==> src/rtl/cdb_arbiter.sv <==
// cdb_arbiter: arbitrates ALU/MUL/DIV results onto one registered common data bus.
// Define CDB_RR_ARB_EN for round-robin grant; default is fixed priority DIV > MUL > ALU.
module cdb_arbiter #(
    parameter int DATA_W = 32,
    parameter int TAG_W  = 3,
    parameter int DEPTH  = 2
) (
    input  logic              clk_i,
    input  logic              reset_i,
    input  logic              recover_en,
    input  logic              alu_done,
    input  logic              mul_valid_o,
    input  logic              div_valid_o,
    input  logic [DATA_W-1:0] alu_result,
    input  logic [DATA_W-1:0] mul_result,
    input  logic [DATA_W-1:0] div_result,
    input  logic [TAG_W-1:0]  alu_tag,
    input  logic [TAG_W-1:0]  mul_tag,
    input  logic [TAG_W-1:0]  div_tag,
    output logic              alu_wb_ready,
    output logic              mul_wb_ready,
    output logic              div_wb_ready,
    input  logic              cdb_ready,
    output logic              cdb_valid,
    output logic [DATA_W-1:0] cdb_data,
    output logic [TAG_W-1:0]  cdb_tag,
    output logic [1:0]        cdb_src
);
    localparam int PW = $clog2(DEPTH);
    localparam int CW = $clog2(DEPTH + 1);

    logic [DATA_W-1:0] r_data [3][DEPTH];
    logic [TAG_W-1:0]  r_tag  [3][DEPTH];
    logic [PW-1:0]     r_wptr [3];
    logic [PW-1:0]     r_rptr [3];
    logic [CW-1:0]     r_cnt  [3];

    logic [2:0]        w_valid;
    logic [DATA_W-1:0] w_din [3];
    logic [TAG_W-1:0]  w_tin [3];
    logic [3:0]        w_ne;
    logic [2:0]        w_ready;
    logic [2:0]        w_push;
    logic [2:0]        w_pop;
    logic [1:0]        w_gnt;
    logic              w_load;
    logic              w_any;

    assign w_valid = {div_valid_o, mul_valid_o, alu_done};
    assign w_din[0] = alu_result;
    assign w_din[1] = mul_result;
    assign w_din[2] = div_result;
    assign w_tin[0] = alu_tag;
    assign w_tin[1] = mul_tag;
    assign w_tin[2] = div_tag;
    assign alu_wb_ready = w_ready[0];
    assign mul_wb_ready = w_ready[1];
    assign div_wb_ready = w_ready[2];
    assign w_load = !cdb_valid || cdb_ready;
    assign w_any = |w_ne[2:0];

    // Ready comes only from registered counts, so a full FIFO stays not-ready even while it pops.
    always_comb begin
        w_ne = '0;
        w_ready = '0;
        w_push = '0;
        for (int s = 0; s < 3; s++) begin
            w_ne[s] = r_cnt[s] != '0;
            w_ready[s] = r_cnt[s] < CW'(DEPTH);
            w_push[s] = w_valid[s] && w_ready[s] && !recover_en;
        end
    end

    always_comb begin
        w_pop = '0;
        for (int s = 0; s < 3; s++)
            w_pop[s] = w_load && !recover_en && w_ne[s] && (w_gnt == 2'(s));
    end

`ifdef CDB_RR_ARB_EN
    logic [1:0] r_rr_ptr;
    logic [1:0] w_c1;
    logic [1:0] w_c2;

    function automatic logic [1:0] nxt(input logic [1:0] p);
        return (p == 2'd2) ? 2'd0 : p + 2'd1;
    endfunction

    assign w_c1 = nxt(r_rr_ptr);
    assign w_c2 = nxt(w_c1);

    always_comb begin
        w_gnt = w_ne[w_c1] ? w_c1 : w_ne[w_c2] ? w_c2 : r_rr_ptr;
    end

    always_ff @(posedge clk_i or posedge reset_i)
        if (reset_i)
            r_rr_ptr <= 2'd2;
        else if (|w_pop)
            r_rr_ptr <= w_gnt;
`else
    always_comb begin
        w_gnt = w_ne[2] ? 2'd2 : w_ne[1] ? 2'd1 : 2'd0;
    end
`endif

    always_ff @(posedge clk_i or posedge reset_i)
        if (reset_i) begin
            for (int s = 0; s < 3; s++) begin
                r_wptr[s] <= '0;
                r_rptr[s] <= '0;
                r_cnt[s] <= '0;
            end
        end else if (recover_en) begin
            for (int s = 0; s < 3; s++) begin
                r_wptr[s] <= '0;
                r_rptr[s] <= '0;
                r_cnt[s] <= '0;
            end
        end else begin
            for (int s = 0; s < 3; s++) begin
                if (w_push[s])
                    r_wptr[s] <= r_wptr[s] + PW'(1);
                if (w_pop[s])
                    r_rptr[s] <= r_rptr[s] + PW'(1);
                r_cnt[s] <= r_cnt[s] + CW'(w_push[s]) - CW'(w_pop[s]);
            end
        end

    always_ff @(posedge clk_i)
        for (int s = 0; s < 3; s++)
            if (w_push[s]) begin
                r_data[s][r_wptr[s]] <= w_din[s];
                r_tag[s][r_wptr[s]] <= w_tin[s];
            end

    always_ff @(posedge clk_i or posedge reset_i)
        if (reset_i) begin
            cdb_valid <= 1'b0;
            cdb_data <= '0;
            cdb_tag <= '0;
            cdb_src <= 2'd0;
        end else if (recover_en) begin
            cdb_valid <= 1'b0;
            cdb_src <= 2'd0;
        end else if (w_load) begin
            if (w_any) begin
                cdb_valid <= 1'b1;
                cdb_data <= r_data[w_gnt][r_rptr[w_gnt]];
                cdb_tag <= r_tag[w_gnt][r_rptr[w_gnt]];
                cdb_src <= w_gnt + 2'd1;
            end else begin
                cdb_valid <= 1'b0;
                cdb_src <= 2'd0;
            end
        end
endmodule
==> config.mk <==
export PLATFORM = sky130hd
export DESIGN_NAME = cdb_arbiter
export DESIGN_NICKNAME = d
export VERILOG_FILES = /design/src/rtl/cdb_arbiter.sv
export SDC_FILE = /design/constraint.sdc
export NUM_CORES = 1
export LEC_CHECK = 0
export ABC_CLOCK_PERIOD_IN_PS = 3200
export BUFFER_PORTS_ARGS = -buffer_cell sky130_fd_sc_hd__buf_2
export CORE_UTILIZATION = 51
export CTS_CLUSTER_SIZE = 14
export DETAILED_ROUTE_END_ITERATION = 8
export PLACE_DENSITY = 0.74
export SLEW_MARGIN = 10
export SYNTH_ARGS = -nofsm -noshare
export SYNTH_HDL_FRONTEND = slang
export SYNTH_SLANG_ARGS = --single-unit
==> constraint.sdc <==
create_clock -name clk_i -period 3.2 [get_ports clk_i]
set_clock_uncertainty 0.1 [all_clocks]
set_input_delay 0.32 -clock clk_i [delete_from_list [all_inputs] [get_ports clk_i]]
set_output_delay 0.32 -clock clk_i [all_outputs]
set_load 0.03 [all_outputs]
After elaboration in Yosys (flattened, before gate mapping)
Memory sizes are Yosys's and may differ from the RTL's.
Index checks and enable logic that the tools add are counted.
Widths: inputs -> output; s select.
- add/sub/neg operators: 13
- $lt $le $gt $ge: 11
- equal/unequal tests: 2
- mux-type cells: 47
- bitwise gates (word level): 6
- reductions and logical operators: 32
- operators with widths (operator ; count):
    $mux 32 ; 6
    $mux 64 ; 3
    $demux 32 s1 ; 3
    $mux 3 ; 8
    $mux 6 ; 4
    $reduce_bool 2->1 ; 10
    $logic_and 1x1->1 ; 16
    $mux 1 ; 15
    $demux 3 s1 ; 3
    $ge 2x2->1 const B ; 4
    $mux 2 ; 4
    $not 1->2 ; 4
    $add 1x1->1 const B ; 6
    $add 2x1->2 ; 3
    $lt 2x1->1 const B ; 3
    $lt 2x2->1 const B ; 3
    $sub 2x1->2 ; 3
    $ge 3x3->1 const B ; 1
    $not 2->3 ; 1
    $reduce_and 3->1 ; 1
    $reduce_or 3->1 ; 1
    $add 2x1->2 const B ; 1
    $bmux 1 s2 ; 1
    $eq 2x1->1 const B ; 1
    5 further kinds ; 6
- register bits after elaboration: 50
- bits in writable memories: 210
- input bits: 112
- output and inout port bits: 41
- logic and storage cells: 126
- memories: 2
- memory list (name ; depth ; width ; rd ports ; clocked after memory_dff ; wr ports ; line ; text):
    r_data ; 3 ; 64 ; 1 ; 0 ; 3 ; 32 ; logic [DATA_W-1:0] r_data [3][DEPTH];
    r_tag ; 3 ; 6 ; 1 ; 0 ; 3 ; 33 ; logic [TAG_W-1:0] r_tag [3][DEPTH];

Depth between registers and ports, before layout
- word-level depth: 11
- mapped depth: 11
- depth with buffers taken out: 8

Worst setup path after synthesis
Ideal clock, no wire load.
- path kind: register to register
- start: reg r_cnt[3] in the netlist's numbering
- end: mem r_data[1][32] in the netlist's numbering (enable)
- library setup time: 427 ps
- arrival time: 2510 ps
- required time: 2673 ps
- path slack: 163 ps
- cell stages (with the launch flop): 6
- period minus slack after synthesis: 3037 ps
- cell sequence: dfrtp_1 -> buf_2 -> clkbuf_1 -> nor2b_1 -> nand2_1 -> nor2_1
- RTL lines (item ; line ; text):
    start, declared ; 36 ; logic [CW-1:0] r_cnt [3];
    start signal, assigned by index ; 126 ; r_cnt[s] <= r_cnt[s] + CW'(w_push[s]) - CW'(w_pop[s]);
    end, declared ; 32 ;

Worst setup path after layout
- start: reg r_cnt[3] in the netlist's numbering
- end: reg cdb_data[19]
- longest elaborated chain between the ends: 11
- ends and longest elaborated chain (item ; line ; text):
    $reduce_bool 2->1 * ; 68 ; w_ne[s] = r_cnt[s] != '0;
    $mux 1 ; 103 ; w_gnt = w_ne[2] ? 2'd2 : w_ne[1] ? 2'd1 : 2'd0;
    $mux 2 ; 103 ;
    $not 2->3 (implied by the code) ; 149 ; cdb_data <= r_data[w_gnt][r_rptr[w_gnt]];
    $bmux 1 s2 ; 149 ;
    $mux 1 (implied by the code) (2 in series) ; 149 ;
    $not 1->2 (implied by the code) ; 149 ;
    $mux 32 (implied by the code) (3 in series) ; 149 ;
    end signal, assigned ; 149 ;
    end, declared ; 25 ; output logic [DATA_W-1:0] cdb_data,
Every way passes the cells marked *; elsewhere a longest branch is shown, timed or not. The select of a mux whose other input is x is not followed.
A chain may end at the register's enable or synchronous reset.

==> reports/metrics.yaml <==
postCtsSetupBuffers: 0
final_layout_size_suffix_gt1_share_pct: 22.28
combPwrFrac_pct: 39.8
holdWs_ps: 110.8
worst_ir_drop_vdd_mv: 0.7698
place_congestion: 0.7524
start_util_pct: 52.36
syn_inst: 741
end_kind: "register"
startpoint_type: "register"
coreArea_sq_um: 19530
power.switching_uw: 4856
synth_edf_count: 210
yosysUniqueCellTypes: 32
hold_viol: 0
die_w_microns: 143.6
grt_usage_pct: 25.33
yosys_register_bits: 260
period_needed_ps: 2482
clock_latency_ps: 530
clock_sinks: 260
critPathMaxFanout: 35
area_growth_syn_to_layout_pct: 29.34
ys_async_sr_fraction_pct: 19.23
rsz0062_at_grt: "no"
portBuffers: 152
numCtsBuffers: 26
status: "complete, no violations"
p_int_uw: 7832
final_cell_area_sq_um: 13230
ios: 153
drtIter0Drc: 553
yosysTopAreaCell: "edfxtp_1"
synth_area_leaders: "edfxtp_1, dfrtp_1, a311o_1"
crit_type: "register to register"
cp_data_arrival_time_ps: 2820
grt_pass1_wl_microns: 39140
pwr-share-clk_pct: 23.5
place_hpwl_microns: 14240
routed_wirelength_microns: 25400
ys_seq_area_share_pct: 73.91
fmax_ghz: 0.4028
antenna_found_initial: 1
p_leak_uw: 0.004957
avgSynthCellArea_sq_um: 13.80
cts-htree-levels: 1
synth.top_cell.area_share_pct: 61.67
clkTransAtPathRegs_ps: 60
dieArea_sq_um: 20620
required_ps: 3530
wl_per_cell_microns: 19.91
slew_viol_final: 0
synth_area_sq_um: 10220
drc: 0
yosysWarningCount: 0
syn-num-nets: 859
power.density_nw_per_um2: 959.4
place_area_sq_um: 11320
period_share_pct: 77.57
setup_viol: 0
ant_nets: 0
grt_pass1_vias: 7221
maxCapViolations: 0
die_y_microns: 143.6
seq_power_share_pct: 36.7
firstDrtPassIters: 5
setup_tns_ps: 0
relSlewSlack_pct: 31.04
ys.flop_type: "edfxtp_1"
min_path_type: "input port to register"
rows: 51
tightestPinTransition_ps: 1034
cts_buffer_depth: 3
cts_root_buf: "clkbuf_16"
via_per_inst: 5.685
cts_tree: "built"
via_count: 7254
nets: 1108
netSwitchingFraction_pct: 38.27
grt_max_degree: 76
gr-total-overflow: 0
layout make-up:
| class | instances | area [sq um] |
|---|---|---|
| tap | 265 | 331.6 |
| antenna | 1 | 2.502 |
| clock buffer | 35 | 725.7 |
| inverter | 8 | 30.03 |
| sequential | 260 | 7560 |
| fill | 1362 | 6301 |
| multi-input combinational | 416 | 2440 |
| timing repair buffer | 278 | 2022 |
| clock inverter | 13 | 113.9 |
flip-flops by register name, summed over array words and instances, names as in the netlist, 2 cells and up:
| name | count |
|---|---|
| r_rptr | 3 |
| cdb_data | 32 |
| cdb_tag | 3 |
| r_wptr | 3 |
| cdb_src | 2 |
| r_cnt | 6 |
| r_data | 192 |
| r_tag | 18 |
cells in the final DEF (no fill, tap or decap), drive strengths merged, types with 3 or more instances in the layout:
master / Yosys / layout
edfxtp: 210 / 210
buf: 17 / 172
nor2: 120 / 120
dlygate4sd3: 0 / 106
nand2: 74 / 74
o21ai: 73 / 73
a311o: 70 / 70
dfrtp: 50 / 50
a31oi: 36 / 36
clkbuf: 40 / 35
clkinv: 0 / 10
xnor2: 9 / 9
inv: 8 / 9
nor2b: 7 / 7
ha: 6 / 6
and3: 3 / 3
a21oi: 3 / 3
metal layers:
| metal | global-route usage [%] | vias up | wire (microns) |
|---|---|---|---|
| li1 | - | 3298 | - |
| met1 | 33.12 | 3602 | 10180 |
| met2 | 43.05 | 303 | 12890 |
| met3 | 3.799 | 51 | 1699 |
| met4 | 9.406 | 0 | 628 |
| met5 | 0 | - | 0 |
path summary, 6_finish.rpt:
kind | startpoint | end | slack (ps) | depth (start not counted)
setup / recovery | r_cnt[3] | cdb_data[19] | 720 | 4
hold / removal | recover_en | r_rptr[0] | 110 | 3
setup reg to reg | r_cnt[3] | cdb_data[19] | 720 | 4
hold reg to reg | cdb_src[1] | cdb_src[1] | 410 | 2
max in group asynchronous | reset_i | r_cnt[2] | 1890 | 4
min in group asynchronous | reset_i | cdb_data[12] | 260 | 3
through the flow:
step / cells / setup WS (ps) / utilization, % / power, uW
after global routing: 1276 / 628.3 / 67.73 / 13340
after CTS: 1275 / 753.0 / 67.72 / 12660
after floorplan: 741 / 162.6 / - / 8233
final: 1276 / 717.6 / 67.73 / 12690
after global placement: 1121 / 874.7 / 57.98 / 9461
after detailed placement: 1121 / 785.2 / 57.98 / 9599
power by group through the flow:
stage               logic (uW)  registers [uW]  clock network (uW)
finish                    5060            4660                2980
global route              5480            4720                3140
CTS                       5010            4650                3000
detailed placement        4890            4710                   0
global placement          4760            4700                   0
floorplan                 3200            5030                   0
cell usage after synthesis, types with 3 or more instances:
master / instances
buf_2: 12
nor2b_1: 7
a311o_1: 70
nand2_1: 74
a21oi_1: 3
dfrtp_1: 50
a31oi_1: 35
o21ai_0: 72
ha_1: 6
xnor2_1: 9
edfxtp_1: 210
inv_1: 8
clkbuf_1: 40
buf_6: 4
and3_1: 3
nor2_1: 120
worst max-delay path, cell delays in order, from the launching register on:
cell and delay (ps):
dfrtp_2 580, or3b_1 490, a31o_2 570, a311o_1 420
a31oi_1 220
timing repair:
| item | in CTS | in global routing |
|---|---|---|
| hold buffers | 106 | 0 |
| gates resized for setup | 0 | 0 |
| hold endpoints to repair | 227 | 0 |
cells by family after synthesis:
group / synth area share [%]
buffers and inverters: 2.827
AOI/OAI and AO/OA: 13.24
adders and majority gates: 0.7342
xor gates and xnor gates: 0.9423
and+or+nand+nor: 8.346
DFF: 73.91
Power figures use the tool's default switching activity.
